==> config.mk <==
export PLATFORM = sky130hd
export DESIGN_NAME = wb_vga_fill_flat
export DESIGN_NICKNAME = d
export VERILOG_FILES = /design/src/rtl/wb_vga_fill_if.sv /design/src/rtl/wb_vga_fill.sv /design/src/flat_wrapper.sv
export SDC_FILE = /design/constraint.sdc
export NUM_CORES = 1
export LEC_CHECK = 0
export BUFFER_PORTS_ARGS = -buffer_cell sky130_fd_sc_hd__buf_2
export CAP_MARGIN = 10
export CORE_ASPECT_RATIO = 1.2
export CORE_MARGIN = 5
export CORE_UTILIZATION = 30
export DETAILED_ROUTE_END_ITERATION = 7
export PLACE_DENSITY = 0.6
export SYNTH_ARGS = -nofsm -noshare
export SYNTH_HDL_FRONTEND = slang
export SYNTH_SLANG_ARGS = --single-unit
==> constraint.sdc <==
create_clock -name i_clk -period 14.07 [get_ports i_clk]
set_clock_uncertainty 0.15 [all_clocks]
set_input_delay 0.7035 -clock i_clk [delete_from_list [all_inputs] [get_ports i_clk]]
set_output_delay 0.7035 -clock i_clk [all_outputs]
set_load 0.02 [all_outputs]
==> src/rtl/wb_vga_fill_if.sv <==
// -----------------------------------------------------------------------------
// wb_vga_fill_if
// Wishbone classic write bus between the fill engine (master) and the
// framebuffer memory (slave).
//   cyc, stb, we : master cycle / strobe / write-enable
//   addr[15:0]   : framebuffer word address
//   data[31:0]   : write data, two RGB565 pixels per word
//   sel[3:0]     : byte lanes, 1100 = even pixel, 0011 = odd pixel
//   ack          : slave acknowledge, may rise in the same cycle as stb
// -----------------------------------------------------------------------------
interface wb_vga_fill_if;
   logic        cyc;
   logic        stb;
   logic        we;
   logic [15:0] addr;
   logic [31:0] data;
   logic [3:0]  sel;
   logic        ack;

   modport master (output cyc, output stb, output we, output addr,
                   output data, output sel, input ack);
   modport slave  (input cyc, input stb, input we, input addr,
                   input data, input sel, output ack);
endinterface

==> src/rtl/wb_vga_fill.sv <==
// -----------------------------------------------------------------------------
// wb_vga_fill
// Rectangle fill engine: writes an RGB565 colour into a rectangle of a packed
// 16-bit framebuffer (two pixels per 32-bit word) over Wishbone classic.
// Ports:
//   i_clk, i_reset_n    : clock, asynchronous active-low reset
//   i_cmd_valid/o_cmd_ready, i_x0, i_y0, i_w, i_h, i_color : fill command
//   i_abort             : stop the fill in progress
//   o_busy, o_done, o_err : status, o_done/o_err are one-cycle pulses
//   o_dbg_state         : current FSM state (0 IDLE, 1 CHECK, 2 WRITE, 3 DONE)
//   wb                  : Wishbone master port
// Command handshake: a command transfers on a rising edge where
// i_cmd_valid && o_cmd_ready; o_cmd_ready is high only while idle, and the
// requester keeps i_cmd_valid and the fields steady until that edge.
// -----------------------------------------------------------------------------
module wb_vga_fill #(
   parameter int H_RES = 320,
   parameter int V_RES = 240
) (
   input  logic        i_clk,
   input  logic        i_reset_n,
   input  logic        i_cmd_valid,
   output logic        o_cmd_ready,
   input  logic [8:0]  i_x0,
   input  logic [7:0]  i_y0,
   input  logic [8:0]  i_w,
   input  logic [7:0]  i_h,
   input  logic [15:0] i_color,
   input  logic        i_abort,
   output logic        o_busy,
   output logic        o_done,
   output logic        o_err,
   output logic [1:0]  o_dbg_state,
   wb_vga_fill_if.master wb
);

   localparam logic [9:0]  H_RES_W  = 10'(H_RES);
   localparam logic [9:0]  V_RES_W  = 10'(V_RES);
   localparam logic [16:0] H_RES_17 = 17'(H_RES);

   typedef enum logic [1:0] {
      S_IDLE  = 2'd0,
      S_CHECK = 2'd1,
      S_WRITE = 2'd2,
      S_DONE  = 2'd3
   } state_t;

   state_t      r_state;
   state_t      w_next;

   logic [8:0]  r_x0;
   logic [8:0]  r_w;
   logic [7:0]  r_y0;
   logic [7:0]  r_h;
   logic [15:0] r_color;
   logic [16:0] r_base;       // pixel index of column 0 in the current row
   logic [9:0]  r_x;          // current column
   logic [7:0]  r_rows_left;  // rows still to go after the current one

   logic [9:0]  w_end_x;      // one past the last column of the rectangle
   logic        w_bad;
   logic [16:0] w_pix;
   logic        w_pair;
   logic [9:0]  w_x_nxt;
   logic        w_row_end;
   logic        w_last_row;

   // Bounds are checked at 10 bits so x0+w and y0+h cannot wrap.
   assign w_end_x    = {1'b0, r_x0} + {1'b0, r_w};
   assign w_bad      = (r_w == 9'd0) || (r_h == 8'd0) || (w_end_x > H_RES_W) ||
                       (({2'b00, r_y0} + {2'b00, r_h}) > V_RES_W);
   assign w_pix      = r_base + {7'd0, r_x};
   // Even pixel with its odd neighbour still inside the rectangle: full word.
   assign w_pair     = !w_pix[0] && ((r_x + 10'd2) <= w_end_x);
   assign w_x_nxt    = r_x + (w_pair ? 10'd2 : 10'd1);
   assign w_row_end  = (w_x_nxt >= w_end_x);
   assign w_last_row = (r_rows_left == 8'd0);

   assign o_dbg_state = r_state;

   always_ff @(posedge i_clk or negedge i_reset_n) begin
      if (!i_reset_n) r_state <= S_IDLE;
      else            r_state <= w_next;
   end

   always_comb begin
      w_next      = r_state;
      o_cmd_ready = 1'b0;
      o_busy      = 1'b0;
      o_done      = 1'b0;
      o_err       = 1'b0;
      wb.cyc      = 1'b0;
      wb.stb      = 1'b0;
      wb.we       = 1'b0;
      wb.addr     = 16'd0;
      wb.data     = 32'd0;
      wb.sel      = 4'd0;
      case (r_state)
         S_IDLE: begin
            o_cmd_ready = 1'b1;
            if (i_cmd_valid) w_next = S_CHECK;
         end
         S_CHECK: begin
            o_busy = 1'b1;
            if (w_bad) begin
               o_err  = 1'b1;
               w_next = S_IDLE;
            end else begin
               w_next = S_WRITE;
            end
         end
         S_WRITE: begin
            o_busy  = 1'b1;
            wb.cyc  = 1'b1;
            wb.stb  = 1'b1;
            wb.we   = 1'b1;
            // Address/data/sel come only from registers that move on ack,
            // so they hold steady while the slave stalls.
            wb.addr = w_pix[16:1];
            wb.data = {r_color, r_color};
            wb.sel  = w_pair ? 4'b1111 : (w_pix[0] ? 4'b0011 : 4'b1100);
            if (i_abort)                                     w_next = S_IDLE;
            else if (wb.ack && w_row_end && w_last_row)      w_next = S_DONE;
         end
         S_DONE: begin
            o_done = 1'b1;
            w_next = S_IDLE;
         end
         default: w_next = S_IDLE;
      endcase
   end

   always_ff @(posedge i_clk or negedge i_reset_n) begin
      if (!i_reset_n) begin
         r_x0        <= 9'd0;
         r_w         <= 9'd0;
         r_y0        <= 8'd0;
         r_h         <= 8'd0;
         r_color     <= 16'd0;
         r_base      <= 17'd0;
         r_x         <= 10'd0;
         r_rows_left <= 8'd0;
      end else begin
         case (r_state)
            S_IDLE: begin
               if (i_cmd_valid) begin
                  r_x0    <= i_x0;
                  r_w     <= i_w;
                  r_y0    <= i_y0;
                  r_h     <= i_h;
                  r_color <= i_color;
               end
            end
            S_CHECK: begin
               r_base      <= 17'(r_y0) * H_RES_17;
               r_x         <= {1'b0, r_x0};
               r_rows_left <= r_h - 8'd1;
            end
            S_WRITE: begin
               // An ack in the abort cycle still retires its beat; the state
               // change to IDLE makes the remaining cursor values irrelevant.
               if (wb.ack) begin
                  if (w_row_end) begin
                     r_base      <= r_base + H_RES_17;
                     r_x         <= {1'b0, r_x0};
                     r_rows_left <= r_rows_left - 8'd1;
                  end else begin
                     r_x <= w_x_nxt;
                  end
               end
            end
            default: ;
         endcase
      end
   end

endmodule

==> src/flat_wrapper.sv <==
// flat-port wrapper written by rule: the top's interface ports become plain ports
module wb_vga_fill_flat 
#(
   parameter int H_RES = 320,
   parameter int V_RES = 240
)
  (i_clk, i_reset_n, i_cmd_valid, o_cmd_ready, i_x0, i_y0, i_w, i_h, i_color, i_abort, o_busy, o_done, o_err, o_dbg_state, wb_cyc, wb_stb, wb_we, wb_addr, wb_data, wb_sel, wb_ack);
  wb_vga_fill_if wb_i ();
  input  logic i_clk;
  input  logic i_reset_n;
  input  logic i_cmd_valid;
  output logic o_cmd_ready;
  input  logic [8:0] i_x0;
  input  logic [7:0] i_y0;
  input  logic [8:0] i_w;
  input  logic [7:0] i_h;
  input  logic [15:0] i_color;
  input  logic i_abort;
  output logic o_busy;
  output logic o_done;
  output logic o_err;
  output logic [1:0] o_dbg_state;
  output wire logic [$bits(wb_i.cyc)-1:0] wb_cyc;
  output wire logic [$bits(wb_i.stb)-1:0] wb_stb;
  output wire logic [$bits(wb_i.we)-1:0] wb_we;
  output wire logic [$bits(wb_i.addr)-1:0] wb_addr;
  output wire logic [$bits(wb_i.data)-1:0] wb_data;
  output wire logic [$bits(wb_i.sel)-1:0] wb_sel;
  input wire logic [$bits(wb_i.ack)-1:0] wb_ack;
  assign wb_cyc = wb_i.cyc;
  assign wb_stb = wb_i.stb;
  assign wb_we = wb_i.we;
  assign wb_addr = wb_i.addr;
  assign wb_data = wb_i.data;
  assign wb_sel = wb_i.sel;
  assign wb_i.ack = wb_ack;
  wb_vga_fill #(.H_RES(H_RES), .V_RES(V_RES)) u_core (.i_clk(i_clk), .i_reset_n(i_reset_n), .i_cmd_valid(i_cmd_valid), .o_cmd_ready(o_cmd_ready), .i_x0(i_x0), .i_y0(i_y0), .i_w(i_w), .i_h(i_h), .i_color(i_color), .i_abort(i_abort), .o_busy(o_busy), .o_done(o_done), .o_err(o_err), .o_dbg_state(o_dbg_state), .wb(wb_i));
endmodule
# After elaboration in Yosys (flattened, before gate mapping)
# Index checks and enable logic that the tools add are counted.
# op_classes
n_eq_ne,7
add_sub_neg,8
n_mux,26
n_reduce_logical,17
multipliers,1
magnitude_cmp,4
# ops
cell,count
$mux W17,2
$pmux W17 S2,1
$mux W32,1
$mux W10,2
$pmux W10 S2,1
$add A17 B10 Y17,1
$add A17 B9 Y17 const B,1
$logic_not A8 Y1,2
$mux W16,1
$mux W8,2
$pmux W8 S2,1
$sub A8 B1 Y8 const B,2
$mux W4,3
$mul A8 B3 Y11 const B,1
$add A10 B10 Y10,1
$add A10 B2 Y10 const B,1
$add A9 B9 Y10,1
$ge A10 B10 Y1,1
$gt A10 B8 Y1 const B,1
$gt A10 B9 Y1 const B,1
$le A10 B10 Y1,1
$mux W2,5
$add A8 B8 Y9,1
$logic_not A9 Y1,1
other kinds (15),28
# totals
out_inout_bits,61
word_cells,72
register_bits,87
in_bits,55

# Logic depth before layout (Yosys ltp)
# depth
ltp_word,11
depth_mapped,29
mapped_depth_nobuf,27

# Worst setup path after synthesis
# Ideal clock, no wire load.
# synth_timing
kind,register -> register
startpoint,reg u_core.r_w[0]
endpoint,reg u_core.r_x[5]
n_path_buf,3
t_arrival_ns,5.620
path_slack_ns,8.173
path_stages_with_launch,28
setup_time_ns,0.126
period_less_slack_ns,5.897
required_time_ns,13.794
path_cell_list,dfrtp_1 -> ha_1 -> inv_1 -> fa_1 -> nand2b_1 -> a21oi_1 -> o22ai_1 -> xor2_1 -> ha_1 -> nand4_1 -> nor3_1 -> o31ai_1 -> a32oi_1 -> or2_2 -> ha_1 -> fa_1 -> clkbuf_1 -> nand2_1 -> xnor2_1 -> ha_1 -> a211o_1 -> or2_2 -> a21boi_0 -> or4b_1 -> buf_2 -> nand3_1 -> buf_4 -> a311o_1
# synth_between
elab_chain_len,9
# synth_lines
item,line_no,source
from (decl),wb_vga_fill.sv:52,logic [8:0] r_w;
from (signal assigned),wb_vga_fill.sv:148,r_w <= i_w;
$add A9 B9 Y10 (*),wb_vga_fill.sv:69,"assign w_end_x = {1'b0, r_x0} + {1'b0, r_w};"
$le A10 B10 Y1,wb_vga_fill.sv:74,assign w_pair = !w_pix[0] && ((r_x + 10'd2) <= w_end_x);
$logic_and A1 B1 Y1,wb_vga_fill.sv:74,
$mux W2,wb_vga_fill.sv:75,assign w_x_nxt = r_x + (w_pair ? 10'd2 : 10'd1);
$add A10 B10 Y10,wb_vga_fill.sv:75,
$ge A10 B10 Y1,wb_vga_fill.sv:76,assign w_row_end = (w_x_nxt >= w_end_x);
$mux W10 (*),wb_vga_fill.sv:163,if (w_row_end) begin
$mux W10 (*),wb_vga_fill.sv:162,if (wb.ack) begin
$pmux W10 S2 (*),wb_vga_fill.sv:144,case (r_state)
to (signal assigned),wb_vga_fill.sv:156,"r_x <= {1'b0, r_x0};"
to (signal assigned),wb_vga_fill.sv:165,"r_x <= {1'b0, r_x0};"
to (signal assigned),wb_vga_fill.sv:168,r_x <= w_x_nxt;
to (decl),wb_vga_fill.sv:57,logic [9:0] r_x;
# Every way passes the cells marked *; elsewhere a longest branch is shown, timed or not. The select of a mux whose other input is x is not followed.
# A chain may end at the register's enable or synchronous reset.

# Final worst setup path
# layout_timing
startpoint,reg u_core.r_w[0]
endpoint,reg u_core.r_rows_left[0]
# layout_between
elab_chain_len,8
# layout_lines
item,line_no,source
$add A9 B9 Y10 (*),wb_vga_fill.sv:69,
$le A10 B10 Y1,wb_vga_fill.sv:74,
$logic_and A1 B1 Y1,wb_vga_fill.sv:74,
$mux W2,wb_vga_fill.sv:75,
$add A10 B10 Y10,wb_vga_fill.sv:75,
$ge A10 B10 Y1 (*),wb_vga_fill.sv:76,
$ne A2 B1 Y1 (no source line) (*),n/a,
$reduce_and A3 Y1 (no source line) (*),n/a,
to (signal assigned),wb_vga_fill.sv:157,r_rows_left <= r_h - 8'd1;
to (signal assigned),wb_vga_fill.sv:166,r_rows_left <= r_rows_left - 8'd1;
to (decl),wb_vga_fill.sv:58,logic [7:0] r_rows_left;
# Every way passes the cells marked *; elsewhere a longest branch is shown, timed or not.

==> impl_metrics.py <==
metrics = {
    "worst_setup_path": {
        "slowest_delay_ns": 0.74,
        "cp.arrival_ns": 6.89,
        "rr_worst_depth": 25,
        "required_ns": 14.15,
        "cpMostUsedCell": "ha_1",
        "crit_slowest_cell": "a31oi_4",
        "endpoint_kind": "flop",
        "cp_max_fo": 28,
        "start_kind": "flop",
        "path_depth": 25,
        "reg2reg_from": "u_core.r_w[0]$_DFFE_PN0P_",
        "crit_buf_inv": 1,
        "r2r_slack_ns": 7.25,
        "rr_endpoint": "u_core.r_rows_left[0]$_DFFE_PN0P_",
        "critPathKind": "reg -> reg",
        "path_delay_family": "compound AO/OA/AOI/OAI gates",
    },
    "floorplanning": {
        "initial_utilization": 0.3056,
        "die_w_um": 141.4,
        "fp.dieH_um": 167.6,
        "core_mm2": 0.02033,
        "die_area_mm2": 0.02369,
        "row_count": 57,
        "ios": 116,
    },
    "cells_and_area": {
        "drive_gt1_frac": 0.2741,
        "areaGrowthSynthToFinish_pct": 16.04,
        "final_cell_area_mm2": 0.007207,
        "final_nets": 849,
        "utilization": 0.3546,
    },
    "cts": {
        "clock-sinks": 81,
        "cts_setup_buffers": 0,
        "insertion_delay_ns": 0.34,
        "cts.repair.resized": 0,
        "cts_max_level": 3,
        "ctsHoldBuffers": 0,
        "cts_tree": "done",
        "clkTransAtPathRegs_ns": 0.07,
        "cts_buffers": 9,
        "ctsRootBufferMaster": "clkbuf_16",
        "cts_buffer_depth": 2,
    },
    "timing": {
        "grt_setup_unrepaired": "false",
        "worstMarginPinSlew_ns": 0.8583,
        "slew_headroom": 0.4278,
        "fin_crit_sh": 0.4844,
        "final-hold-violation-count": 0,
        "fin_tns_setup_ns": 0,
        "setup_violations": 0,
        "slew_violations": 0,
        "timing.fmax_mhz": 146.7,
        "period_minus_slack_ns": 6.815,
    },
    "power": {
        "leakage_nw": 3.362,
        "p_per_area_mw_per_mm2": 306.2,
        "ir_drop_v": 0.0001391,
    },
    "synthesis": {
        "syn-cell-area_mm2": 0.006211,
        "async_reset_ff_frac": 1.000,
        "ys.flop_type": "dfrtp_1",
        "synth-seq-cells": 81,
        "synth.distinct_cells": 68,
        "syn_avg_cell_area_um2": 9.585,
        "synthCells": 648,
        "yosysSeqAreaShare": 0.3263,
        "syn_nets": 765,
        "synth_edf_count": 0,
        "ys_warn_count": 0,
    },
    "route": {
        "drt-pass1-iter-count": 4,
        "vias": 5060,
        "met1_length_um": 6888,
        "drtIter0Drc": 261,
        "wirelength_um": 16250,
        "wl_per_cell_um": 16.20,
        "antenna_left": 0,
        "wl_met2_um": 8319,
        "vias_per_cell": 5.045,
        "drc": 0,
        "met3_length_um": 596,
        "top_layer_used": "met4",
    },
    "grt": {
        "antenna_found_initial": 0,
        "grtUsageTotal": 0.1387,
        "grt.overflow.total": 0,
        "grt_pass1_wl_um": 26540,
        "grt_pass1_vias": 5121,
        "grt_max_degree": 65,
    },
    "job": {
        "drv_cap": 0,
    },
    "place": {
        "io_buffers": 115,
        "place_congestion": 0.8915,
        "dp_hpwl_um": 12400,
        "postPlaceCellArea_mm2": 0.006887,
    },
    "status": {
        "status": "finished, final reports clean",
    },
    "hold_path": {
        "holdCritPathClass": "in -> async",
    },
}
power by group:
group / internal [W] / switching [W]
logic: 0.000662 / 0.000781
clock network: 0.000155 / 0.0000992
registers: 0.000354 / 0.000154
layer usage:
layer,vias to the layer above,GRT usage
met4,0,0.05099
met5,-,0
li1,2492,-
met3,27,0.02481
met2,115,0.2418
met1,2426,0.1698
worst reg2reg max path, stage by stage, from the launching register on:
cell and delay (ns):
dfrtp_1 0.37, ha_1 0.18, inv_1 0.06, fa_1 0.40
nand2b_1 0.18, a21oi_1 0.28, o22ai_1 0.16, xor2_1 0.28
ha_1 0.31, nand4_1 0.12, nor3_1 0.07, o31ai_1 0.24
a32oi_1 0.18, or2_2 0.30, ha_1 0.21, fa_1 0.50
nand2_1 0.14, xnor2_1 0.09, ha_1 0.31, a211o_1 0.13
nor2_1 0.04, o21ai_0 0.09, a21boi_0 0.12, or4b_1 0.65
a31oi_4 0.74, mux2_2 0.41
worst max path at each step:
stage | start | endpoint | slack [ns]
3_5_place_dp | u_core.r_w[0]$_DFFE_PN0P_ | u_core.r_x[5]$_DFFE_PN0P_ | 7.31
5_1_grt | u_core.r_w[0]$_DFFE_PN0P_ | u_core.r_rows_left[3]$_DFFE_PN0P_ | 6.73
6_report | u_core.r_w[0]$_DFFE_PN0P_ | u_core.r_rows_left[0]$_DFFE_PN0P_ | 7.25
3_3_place_gp | u_core.r_w[0]$_DFFE_PN0P_ | u_core.r_x[5]$_DFFE_PN0P_ | 7.41
4_1_cts | u_core.r_w[0]$_DFFE_PN0P_ | u_core.r_x[5]$_DFFE_PN0P_ | 7.28
2_1_floorplan | u_core.r_w[0]$_DFFE_PN0P_ | u_core.r_x[5]$_DFFE_PN0P_ | 8.17
layout make-up:
type                       instances  area, um2
antenna                            1      2.502
tap                              265      331.6
sequential                        81       2027
inverter                          24      90.09
clock inverter                     7      92.59
timing repair buffer             119      608.1
clock buffer                       9      225.2
fill                            2090      13120
multi-input combinational        497       3830
cell families (layout without fill, tap and decap cells):
logic type | count (synthesis) | after routing | synth area share
buf+inv | 70 | 159 | 0.05782
simple gates | 199 | 199 | 0.1666
flops | 81 | 81 | 0.3263
compound gates | 124 | 124 | 0.1348
mux | 68 | 68 | 0.1199
other cells | 0 | 1 | 0
xor+xnor | 42 | 42 | 0.06164
fa+ha+maj | 64 | 64 | 0.1330
placed cells by master, fill, tap and decap left out, types with 4 or more instances in the layout:
master,count
buf_2,114
dfrtp_1,81
ha_1,57
mux2_2,51
nor2_1,50
nand2_1,41
a21oi_1,35
inv_1,23
o21ai_0,22
xor2_1,21
xnor2_1,20
and2_1,20
mux2i_1,17
nor3_1,15
nand4_1,13
nand3_1,13
clkbuf_16,9
a21o_1,8
nand2b_1,6
o21a_1,6
a32oi_1,5
nor3b_1,5
nand3b_1,5
o21ai_1,5
buf_4,5
o22ai_1,4
a211oi_1,4
or3_1,4
nor4_1,4
fa_1,4
per-stage QoR:
step	hold slack [ns]	std cells	setup slack [ns]	power [W]
after floorplan	0.2579	648	8.173	0.001624
after global placement	0.3289	986	7.405	0.001939
after detailed placement	0.3356	986	7.309	0.001956
after CTS	0.08742	1002	7.280	0.002229
after global routing	0.09857	1002	6.734	0.002436
final	0.08495	1003	7.255	0.002207
flip-flops by register name (all words and copies together) (netlist names):
register / flops
u_core.r_rows_left: 8
u_core.r_x0: 9
u_core.r_w: 9
u_core.o_dbg_state: 2
u_core.r_x: 10
u_core.r_base: 11
u_core.r_h: 8
u_core.r_color: 16
u_core.r_y0: 8
Yosys cell counts, types with 15 or more instances:
library cell	number	area, um2
dfrtp_1	81	2027
ha_1	58	725.7
mux2_2	51	574.3
nor2_1	50	187.7
nand2_1	42	157.7
a21oi_1	35	175.2
inv_1	23	86.33
buf_4	22	165.2
o21ai_0	22	110.1
xor2_1	21	183.9
and2_1	20	125.1
xnor2_1	20	175.2
mux2i_1	17	170.2
nor3_1	15	75.07
Note: power is estimated with default switching activity, not from simulation.
